==> config.mk <==
export PLATFORM = sky130hd
export DESIGN_NAME = vga_pixel_transmitter
export DESIGN_NICKNAME = d
export VERILOG_FILES = /design/src/rtl/vga_pkg.sv /design/src/rtl/vga_timing_gen.sv /design/src/rtl/vga_pixel_transmitter.sv
export SDC_FILE = /design/constraint.sdc
export NUM_CORES = 1
export LEC_CHECK = 0
export BUFFER_PORTS_ARGS = -buffer_cell sky130_fd_sc_hd__buf_2
export CAP_MARGIN = 5
export CORE_MARGIN = 2
export CORE_UTILIZATION = 38
export DETAILED_ROUTE_END_ITERATION = 12
export PLACE_DENSITY = 0.65
export REMOVE_ABC_BUFFERS = 1
export SLEW_MARGIN = 15
export SYNTH_ARGS = -nofsm -noshare
export SYNTH_HDL_FRONTEND = slang
export SYNTH_SLANG_ARGS = --single-unit
==> constraint.sdc <==
create_clock -name clock_in -period 4.7 [get_ports clock_in]
set_input_delay 0.47 -clock clock_in [delete_from_list [all_inputs] [get_ports clock_in]]
set_output_delay 0.47 -clock clock_in [all_outputs]
set_load 0.02 [all_outputs]
==> src/rtl/vga_pkg.sv <==
// Shared VGA definitions: 640x480@60 timing constants, test-pattern encoding
// and pixel type. Also consumed by pixel_receiver.
package vga_pkg;
  localparam int VGA_WIDTH  = 640;
  localparam int VGA_HEIGHT = 480;
  localparam int VGA_H_FP   = 16;
  localparam int VGA_H_SYNC = 96;
  localparam int VGA_H_BP   = 48;
  localparam int VGA_V_FP   = 10;
  localparam int VGA_V_SYNC = 2;
  localparam int VGA_V_BP   = 33;

  localparam int H_TOTAL      = VGA_WIDTH + VGA_H_FP + VGA_H_SYNC + VGA_H_BP;
  localparam int V_TOTAL      = VGA_HEIGHT + VGA_V_FP + VGA_V_SYNC + VGA_V_BP;
  localparam int H_SYNC_START = VGA_WIDTH + VGA_H_FP;
  localparam int H_SYNC_END   = H_SYNC_START + VGA_H_SYNC;
  localparam int V_SYNC_START = VGA_HEIGHT + VGA_V_FP;
  localparam int V_SYNC_END   = V_SYNC_START + VGA_V_SYNC;

  localparam int CNT_BITS   = 10;
  localparam int PIXEL_BITS = 12;

  typedef logic [PIXEL_BITS-1:0] pixel_t;

  typedef enum logic [1:0] {
    GRID     = 2'd0,
    SOLID    = 2'd1,
    BARS     = 2'd2,
    GRADIENT = 2'd3
  } pattern_e;

  // Bar index bits select full-on R, G, B nibbles: 0 = black, 7 = white.
  function automatic pixel_t bar_color(logic [2:0] bar);
    return {{4{bar[2]}}, {4{bar[1]}}, {4{bar[0]}}};
  endfunction
endpackage

==> src/rtl/vga_timing_gen.sv <==
// Raster timing: pixel-tick divider, h/v counters and combinational
// active / sync / frame-origin decode of the current counter position.
module vga_timing_gen #(
  parameter int WIDTH       = vga_pkg::VGA_WIDTH,
  parameter int HEIGHT      = vga_pkg::VGA_HEIGHT,
  parameter int H_FP        = vga_pkg::VGA_H_FP,
  parameter int H_SYNC      = vga_pkg::VGA_H_SYNC,
  parameter int H_BP        = vga_pkg::VGA_H_BP,
  parameter int V_FP        = vga_pkg::VGA_V_FP,
  parameter int V_SYNC      = vga_pkg::VGA_V_SYNC,
  parameter int V_BP        = vga_pkg::VGA_V_BP,
  parameter int WIDTH_BITS  = 10,
  parameter int HEIGHT_BITS = 9,
  parameter int CLK_DIV     = 1
) (
  input  logic                   clk_i,
  input  logic                   rst_ni,
  output logic [WIDTH_BITS-1:0]  x_o,
  output logic [HEIGHT_BITS-1:0] y_o,
  output logic                   active_o,
  output logic                   hsync_n_o,
  output logic                   vsync_n_o,
  output logic                   tick_o,
  output logic                   origin_o,
  output logic                   first_o
);
  import vga_pkg::*;

  localparam int HT          = WIDTH + H_FP + H_SYNC + H_BP;
  localparam int VT          = HEIGHT + V_FP + V_SYNC + V_BP;
  localparam bit TOTALS_FIT  = (HT <= (1 << CNT_BITS)) && (VT <= (1 << CNT_BITS));

  generate
    if (!TOTALS_FIT) begin : g_totals_too_big
      $error("vga_timing_gen: line/frame totals exceed counter width");
    end
  endgenerate

  localparam logic [CNT_BITS-1:0] H_LAST   = CNT_BITS'(HT - 1);
  localparam logic [CNT_BITS-1:0] V_LAST   = CNT_BITS'(VT - 1);
  localparam logic [CNT_BITS-1:0] H_ACT    = CNT_BITS'(WIDTH);
  localparam logic [CNT_BITS-1:0] V_ACT    = CNT_BITS'(HEIGHT);
  localparam logic [CNT_BITS-1:0] HS_START = CNT_BITS'(WIDTH + H_FP);
  localparam logic [CNT_BITS-1:0] HS_END   = CNT_BITS'(WIDTH + H_FP + H_SYNC);
  localparam logic [CNT_BITS-1:0] VS_START = CNT_BITS'(HEIGHT + V_FP);
  localparam logic [CNT_BITS-1:0] VS_END   = CNT_BITS'(HEIGHT + V_FP + V_SYNC);

  localparam int DIV_BITS = (CLK_DIV > 1) ? $clog2(CLK_DIV) : 1;
  localparam logic [DIV_BITS-1:0] DIV_LAST = DIV_BITS'(CLK_DIV - 1);

  logic [DIV_BITS-1:0] div_q, div_d;
  logic [CNT_BITS-1:0] h_q, h_d, v_q, v_d;
  logic                tick;

  always_comb begin
    tick  = (div_q == DIV_LAST);
    div_d = tick ? '0 : div_q + 1'b1;
    h_d   = h_q;
    v_d   = v_q;
    if (tick) begin
      if (h_q == H_LAST) begin
        h_d = '0;
        v_d = (v_q == V_LAST) ? '0 : v_q + 1'b1;
      end else begin
        h_d = h_q + 1'b1;
      end
    end
  end

  always_ff @(posedge clk_i) begin
    if (!rst_ni) begin
      div_q <= '0;
      h_q   <= '0;
      v_q   <= '0;
    end else begin
      div_q <= div_d;
      h_q   <= h_d;
      v_q   <= v_d;
    end
  end

  assign x_o       = h_q[WIDTH_BITS-1:0];
  assign y_o       = v_q[HEIGHT_BITS-1:0];
  assign active_o  = (h_q < H_ACT) && (v_q < V_ACT);
  assign hsync_n_o = !((h_q >= HS_START) && (h_q < HS_END));
  assign vsync_n_o = !((v_q >= VS_START) && (v_q < VS_END));
  assign tick_o    = tick;
  assign origin_o  = (h_q == '0) && (v_q == '0);
  // First of the CLK_DIV clocks spent at a position.
  assign first_o   = (div_q == '0);
endmodule

==> src/rtl/vga_pixel_transmitter.sv <==
// VGA source: raster timing plus a selectable test pattern, all outputs
// registered once so they line up with the same counter position.
module vga_pixel_transmitter #(
  parameter int WIDTH       = vga_pkg::VGA_WIDTH,
  parameter int HEIGHT      = vga_pkg::VGA_HEIGHT,
  parameter int H_FP        = vga_pkg::VGA_H_FP,
  parameter int H_SYNC      = vga_pkg::VGA_H_SYNC,
  parameter int H_BP        = vga_pkg::VGA_H_BP,
  parameter int V_FP        = vga_pkg::VGA_V_FP,
  parameter int V_SYNC      = vga_pkg::VGA_V_SYNC,
  parameter int V_BP        = vga_pkg::VGA_V_BP,
  parameter int WIDTH_BITS  = 10,
  parameter int HEIGHT_BITS = 9,
  parameter int PIXEL_BITS  = 12,
  parameter int CLK_DIV     = 1
) (
  input  logic                   clock_in,
  input  logic                   reset_n_in,
  input  logic [1:0]             pattern_sel_in,
  input  logic [PIXEL_BITS-1:0]  color_in,
  output logic [WIDTH_BITS-1:0]  pixel_x_out,
  output logic [HEIGHT_BITS-1:0] pixel_y_out,
  output logic [PIXEL_BITS-1:0]  pixel_out,
  output logic                   video_on_out,
  output logic                   h_sync_out,
  output logic                   v_sync_out,
  output logic                   frame_start_out
);
  import vga_pkg::*;

  localparam logic [WIDTH_BITS-1:0]  BAR_W  = WIDTH_BITS'(WIDTH / 8);
  localparam logic [WIDTH_BITS-1:0]  X_MID  = WIDTH_BITS'(WIDTH / 2);
  localparam logic [WIDTH_BITS-1:0]  X_LAST = WIDTH_BITS'(WIDTH - 1);
  localparam logic [HEIGHT_BITS-1:0] Y_MID  = HEIGHT_BITS'(HEIGHT / 2);
  localparam logic [HEIGHT_BITS-1:0] Y_LAST = HEIGHT_BITS'(HEIGHT - 1);

  logic [WIDTH_BITS-1:0]  x;
  logic [HEIGHT_BITS-1:0] y;
  logic                   active, hs_n, vs_n, tick, origin, first;

  vga_timing_gen #(
    .WIDTH(WIDTH), .HEIGHT(HEIGHT),
    .H_FP(H_FP), .H_SYNC(H_SYNC), .H_BP(H_BP),
    .V_FP(V_FP), .V_SYNC(V_SYNC), .V_BP(V_BP),
    .WIDTH_BITS(WIDTH_BITS), .HEIGHT_BITS(HEIGHT_BITS), .CLK_DIV(CLK_DIV)
  ) u_timing (
    .clk_i(clock_in), .rst_ni(reset_n_in),
    .x_o(x), .y_o(y), .active_o(active),
    .hsync_n_o(hs_n), .vsync_n_o(vs_n),
    .tick_o(tick), .origin_o(origin), .first_o(first)
  );

  pattern_e              pat_q, pat;
  logic [PIXEL_BITS-1:0] color_q, color;

  always_ff @(posedge clock_in) begin
    if (!reset_n_in) begin
      pat_q   <= GRID;
      color_q <= '0;
    end else if (origin && tick) begin
      pat_q   <= pattern_e'(pattern_sel_in);
      color_q <= color_in;
    end
  end

  // At the origin the latch is only just being loaded, so use the live inputs
  // there; the whole frame then sees the same selection.
  assign pat   = origin ? pattern_e'(pattern_sel_in) : pat_q;
  assign color = origin ? color_in : color_q;

  logic [2:0]            bar;
  logic [PIXEL_BITS-1:0] pix_d;

  always_comb begin
    bar   = 3'(x / BAR_W);
    pix_d = '0;
    if (active) begin
      case (pat)
        GRID:     if (x == '0 || x == X_MID || x == X_LAST ||
                      y == '0 || y == Y_MID || y == Y_LAST) pix_d = '1;
        SOLID:    pix_d = color;
        BARS:     pix_d = bar_color(bar);
        GRADIENT: pix_d = {x[WIDTH_BITS-1 -: 4], y[HEIGHT_BITS-1 -: 4], 4'h0};
        default:  pix_d = '0;
      endcase
    end
  end

  logic [WIDTH_BITS-1:0]  x_q;
  logic [HEIGHT_BITS-1:0] y_q;
  logic [PIXEL_BITS-1:0]  pix_q;
  logic                   von_q, hs_q, vs_q, fs_q;

  always_ff @(posedge clock_in) begin
    if (!reset_n_in) begin
      x_q   <= '0;
      y_q   <= '0;
      pix_q <= '0;
      von_q <= 1'b0;
      hs_q  <= 1'b1;
      vs_q  <= 1'b1;
      fs_q  <= 1'b0;
    end else begin
      x_q   <= active ? x : '0;
      y_q   <= active ? y : '0;
      pix_q <= pix_d;
      von_q <= active;
      hs_q  <= hs_n;
      vs_q  <= vs_n;
      fs_q  <= origin && first;
    end
  end

  assign pixel_x_out     = x_q;
  assign pixel_y_out     = y_q;
  assign pixel_out       = pix_q;
  assign video_on_out    = von_q;
  assign h_sync_out      = hs_q;
  assign v_sync_out      = vs_q;
  assign frame_start_out = fs_q;
endmodule

==> impl_metrics.json <==
{
  "status": "complete, no violations",
  "synth-edff-count": 0,
  "period_share_pct": 48.4,
  "ys_types": 55,
  "cp_data_required_time_ps": 4910,
  "powerDensity_nw_per_um2": 345,
  "endpoint_kind": "flop",
  "fin_nets": 403,
  "wl_um": 6590,
  "clkTransAtPathRegs_ps": 80,
  "drv_cap": 0,
  "dp_hpwl_um": 4560,
  "ys_ff_latch": 70,
  "synth_top_area_share_pct": 45.0,
  "synthFlopType": "dfxtp_1",
  "finalCriticalPeriod_ps": 2270,
  "postLayoutCellArea_um2": 3570,
  "crit_path_max_fanout": 14,
  "gp_congestion": 0.821,
  "grt_pass1_wl_um": 10500,
  "ys_warn_count": 0,
  "grt_pass1_vias": 2258,
  "clock-sinks": 70,
  "critical_path_class": "flop to flop",
  "nFillCells": 822,
  "seq_area_frac_synth_pct": 45.0,
  "clk_path_buf_depth": 2,
  "async_reset_ff_share_pct": 0,
  "peakVddDrop_mv": 0.107,
  "cts_tree": "yes",
  "placement.cell_area_um2": 3390,
  "vias": 2480,
  "final_cells": 491,
  "arrival_ps": 2490,
  "grt-ovfl-total": 0,
  "synth_top_cell_by_area": "dfxtp_1",
  "wl_per_cell_um": 13.4,
  "max_slew_margin_pct": 58.1,
  "start_util_pct": 38.5,
  "chipWidth_um": 94.5,
  "core-area_um2": 8090,
  "min_path_type": "input port to flop",
  "start_kind": "flop",
  "slew_violations": 0,
  "clock_skew_ps": 10.6,
  "fin_setup_tns_ps": 0,
  "root_buffer": "clkbuf_8",
  "firstDrtPassIters": 4,
  "synthTopCellsByArea": "dfxtp_1, nand2_1, and2_1, xor2_1, a21boi_0",
  "viasPerCell": 5.05,
  "met1_length_um": 3170,
  "ant_nets": 0,
  "met2_length_um": 3070,
  "port_buffers": 50,
  "antenna_cells": 0,
  "dp.cells": 477,
  "grt_max_degree": 26,
  "holdBufCountCts": 0,
  "clk-insertion-delay-late_ps": 340,
  "worst_pin_slew_ps": 625,
  "cts_setup_buffers": 0,
  "htreeDepth": 3,
  "antenna_found_initial": 0,
  "wl_met3_um": 248,
  "io_pins": 51,
  "top_layer_used": "met4",
  "dieArea_um2": 8940,
  "drive_above_1_share_pct": 19.9,
  "p_leak_nw": 1.51,
  "worst_slack_ps": 2430,
  "syn_area_um2": 3110,
  "rsz0062_at_grt": "no",
  "syn_inst": 343,
  "drc_errors": 0,
  "finalHoldViolCount": 0,
  "final_core_util_pct": 44.1,
  "grt.total_usage_pct": 15.0,
  "rows": 33,
  "post_cts_resized": 0,
  "die_h_um": 94.5,
  "fmax_mhz": 440,
  "cts_buffers": 9,
  "area_growth_pct": 14.5,
  "avgSynthCellArea_um2": 9.08,
  "setup_viol": 0,
  "drt_iter0_drc": 108,
  "dp_slack_ps": 2430
}
-- routing by layer --
| metal | track usage (%) | up-vias |
|---|---|---|
| met2 | 23.9 | 47 |
| met5 | 0 | - |
| met3 | 3.91 | 9 |
| li1 | - | 1274 |
| met4 | 5.92 | 0 |
| met1 | 19.3 | 1150 |
-- layout by cell type (no fill, tap or decap), types with 5 or more instances in the layout --
cell | netlist | routed
dfxtp_1 | 70 | 70
buf_2 | 5 | 50
nand2_1 | 39 | 39
nor2_1 | 23 | 23
and2_1 | 23 | 23
a21boi_0 | 12 | 12
clkbuf_8 | 0 | 12
xor2_1 | 11 | 11
nand4_1 | 9 | 9
nand3_1 | 9 | 9
o21ai_1 | 9 | 9
mux2i_1 | 8 | 8
inv_1 | 7 | 7
o21ai_0 | 7 | 7
nor2b_1 | 6 | 6
nand2b_1 | 6 | 6
and3_1 | 5 | 5
a21oi_1 | 5 | 5
-- report_power, final --
part           total [mW]  switching (mW)  internal (mW)
Combinational       0.160           0.100         0.0597
Clock               0.436           0.207          0.229
Sequential          0.635          0.0123          0.623
Total                1.23           0.320          0.911
-- critical path, stage by stage, from the launching register on --
cell,delay (ps)
dfxtp_1,470
nor4_1,390
nand4_1,220
nor2_2,430
mux2_2,400
o21ai_0,150
o21ai_1,90
-- logic make-up after synthesis --
family	Yosys count	synth area share, %
flops	70	45.0
compound gates	61	14.0
buf+inv	28	4.18
other cells	1	0.120
fa+ha+maj	5	1.93
xor+xnor	15	4.22
simple gates	151	26.5
mux	12	4.02
-- cells in the mapped netlist (3+ instances only) --
| master | n |
|---|---|
| dfxtp_1 | 70 |
| nand2_1 | 39 |
| and2_1 | 23 |
| nor2_1 | 23 |
| a21boi_0 | 12 |
| clkbuf_1 | 12 |
| xor2_1 | 11 |
| nand3_1 | 9 |
| nand4_1 | 9 |
| o21ai_1 | 9 |
| mux2i_1 | 8 |
| inv_1 | 7 |
| o21ai_0 | 7 |
| nand2b_1 | 6 |
| nor2b_1 | 6 |
| a21oi_1 | 5 |
| and3_1 | 5 |
| buf_2 | 5 |
| ha_1 | 4 |
| mux2_2 | 4 |
| o31ai_1 | 4 |
| o32ai_1 | 4 |
| or3_1 | 4 |
| xnor2_1 | 4 |
| a21boi_1 | 3 |
| a21o_1 | 3 |
| buf_4 | 3 |
| nor2_2 | 3 |
| nor3_1 | 3 |
| nor3b_1 | 3 |
| nor4_1 | 3 |
-- layout make-up --
| class | count | area, µm² | area share [%] |
|---|---|---|---|
| multi-input cells | 245 | 1580 | 44.4 |
| flip-flops and latches | 70 | 1400 | 39.3 |
| repair buffers | 50 | 250 | 7.02 |
| clock buffers | 13 | 169 | 4.74 |
| well taps | 105 | 131 | 3.68 |
| inverters | 7 | 26.3 | 0.737 |
| clock inverters | 1 | 5.00 | 0.140 |
-- through the flow --
step | total power [mW] | hold WS (ps)
floorplan | 0.757 | 428
global placement | 0.809 | 435
detailed placement | 0.810 | 448
CTS | 1.24 | 374
global route | 1.28 | 384
finish | 1.23 | 389
-- sequential cells by signal (all words and copies together), names as in the netlist --
name and flops:
color_q 12, pixel_out 12, pixel_x_out 10, u_timing.v_q 10, u_timing.x_o 10, pixel_y_out 9, pat_q 2, frame_start_out 1
h_sync_out 1, u_timing.div_q 1, v_sync_out 1, video_on_out 1
-- worst paths after layout --
check | start | endpoint | slack, ps | cells after the start
worst max-delay path | u_timing.x_o[6]$_SDFFE_PN0N_ | pixel_out[11]$_SDFF_PN0_ | 2430 | 6
worst min-delay path | color_in[1] | color_q[1]$_SDFFE_PN0P_ | 390 | 3
worst max register to register | u_timing.x_o[6]$_SDFFE_PN0N_ | pixel_out[11]$_SDFF_PN0_ | 2430 | 6
worst min register to register | color_q[8]$_SDFFE_PN0P_ | color_q[8]$_SDFFE_PN0P_ | 460 | 2
No activity file was read; power rests on OpenSTA's default activity.
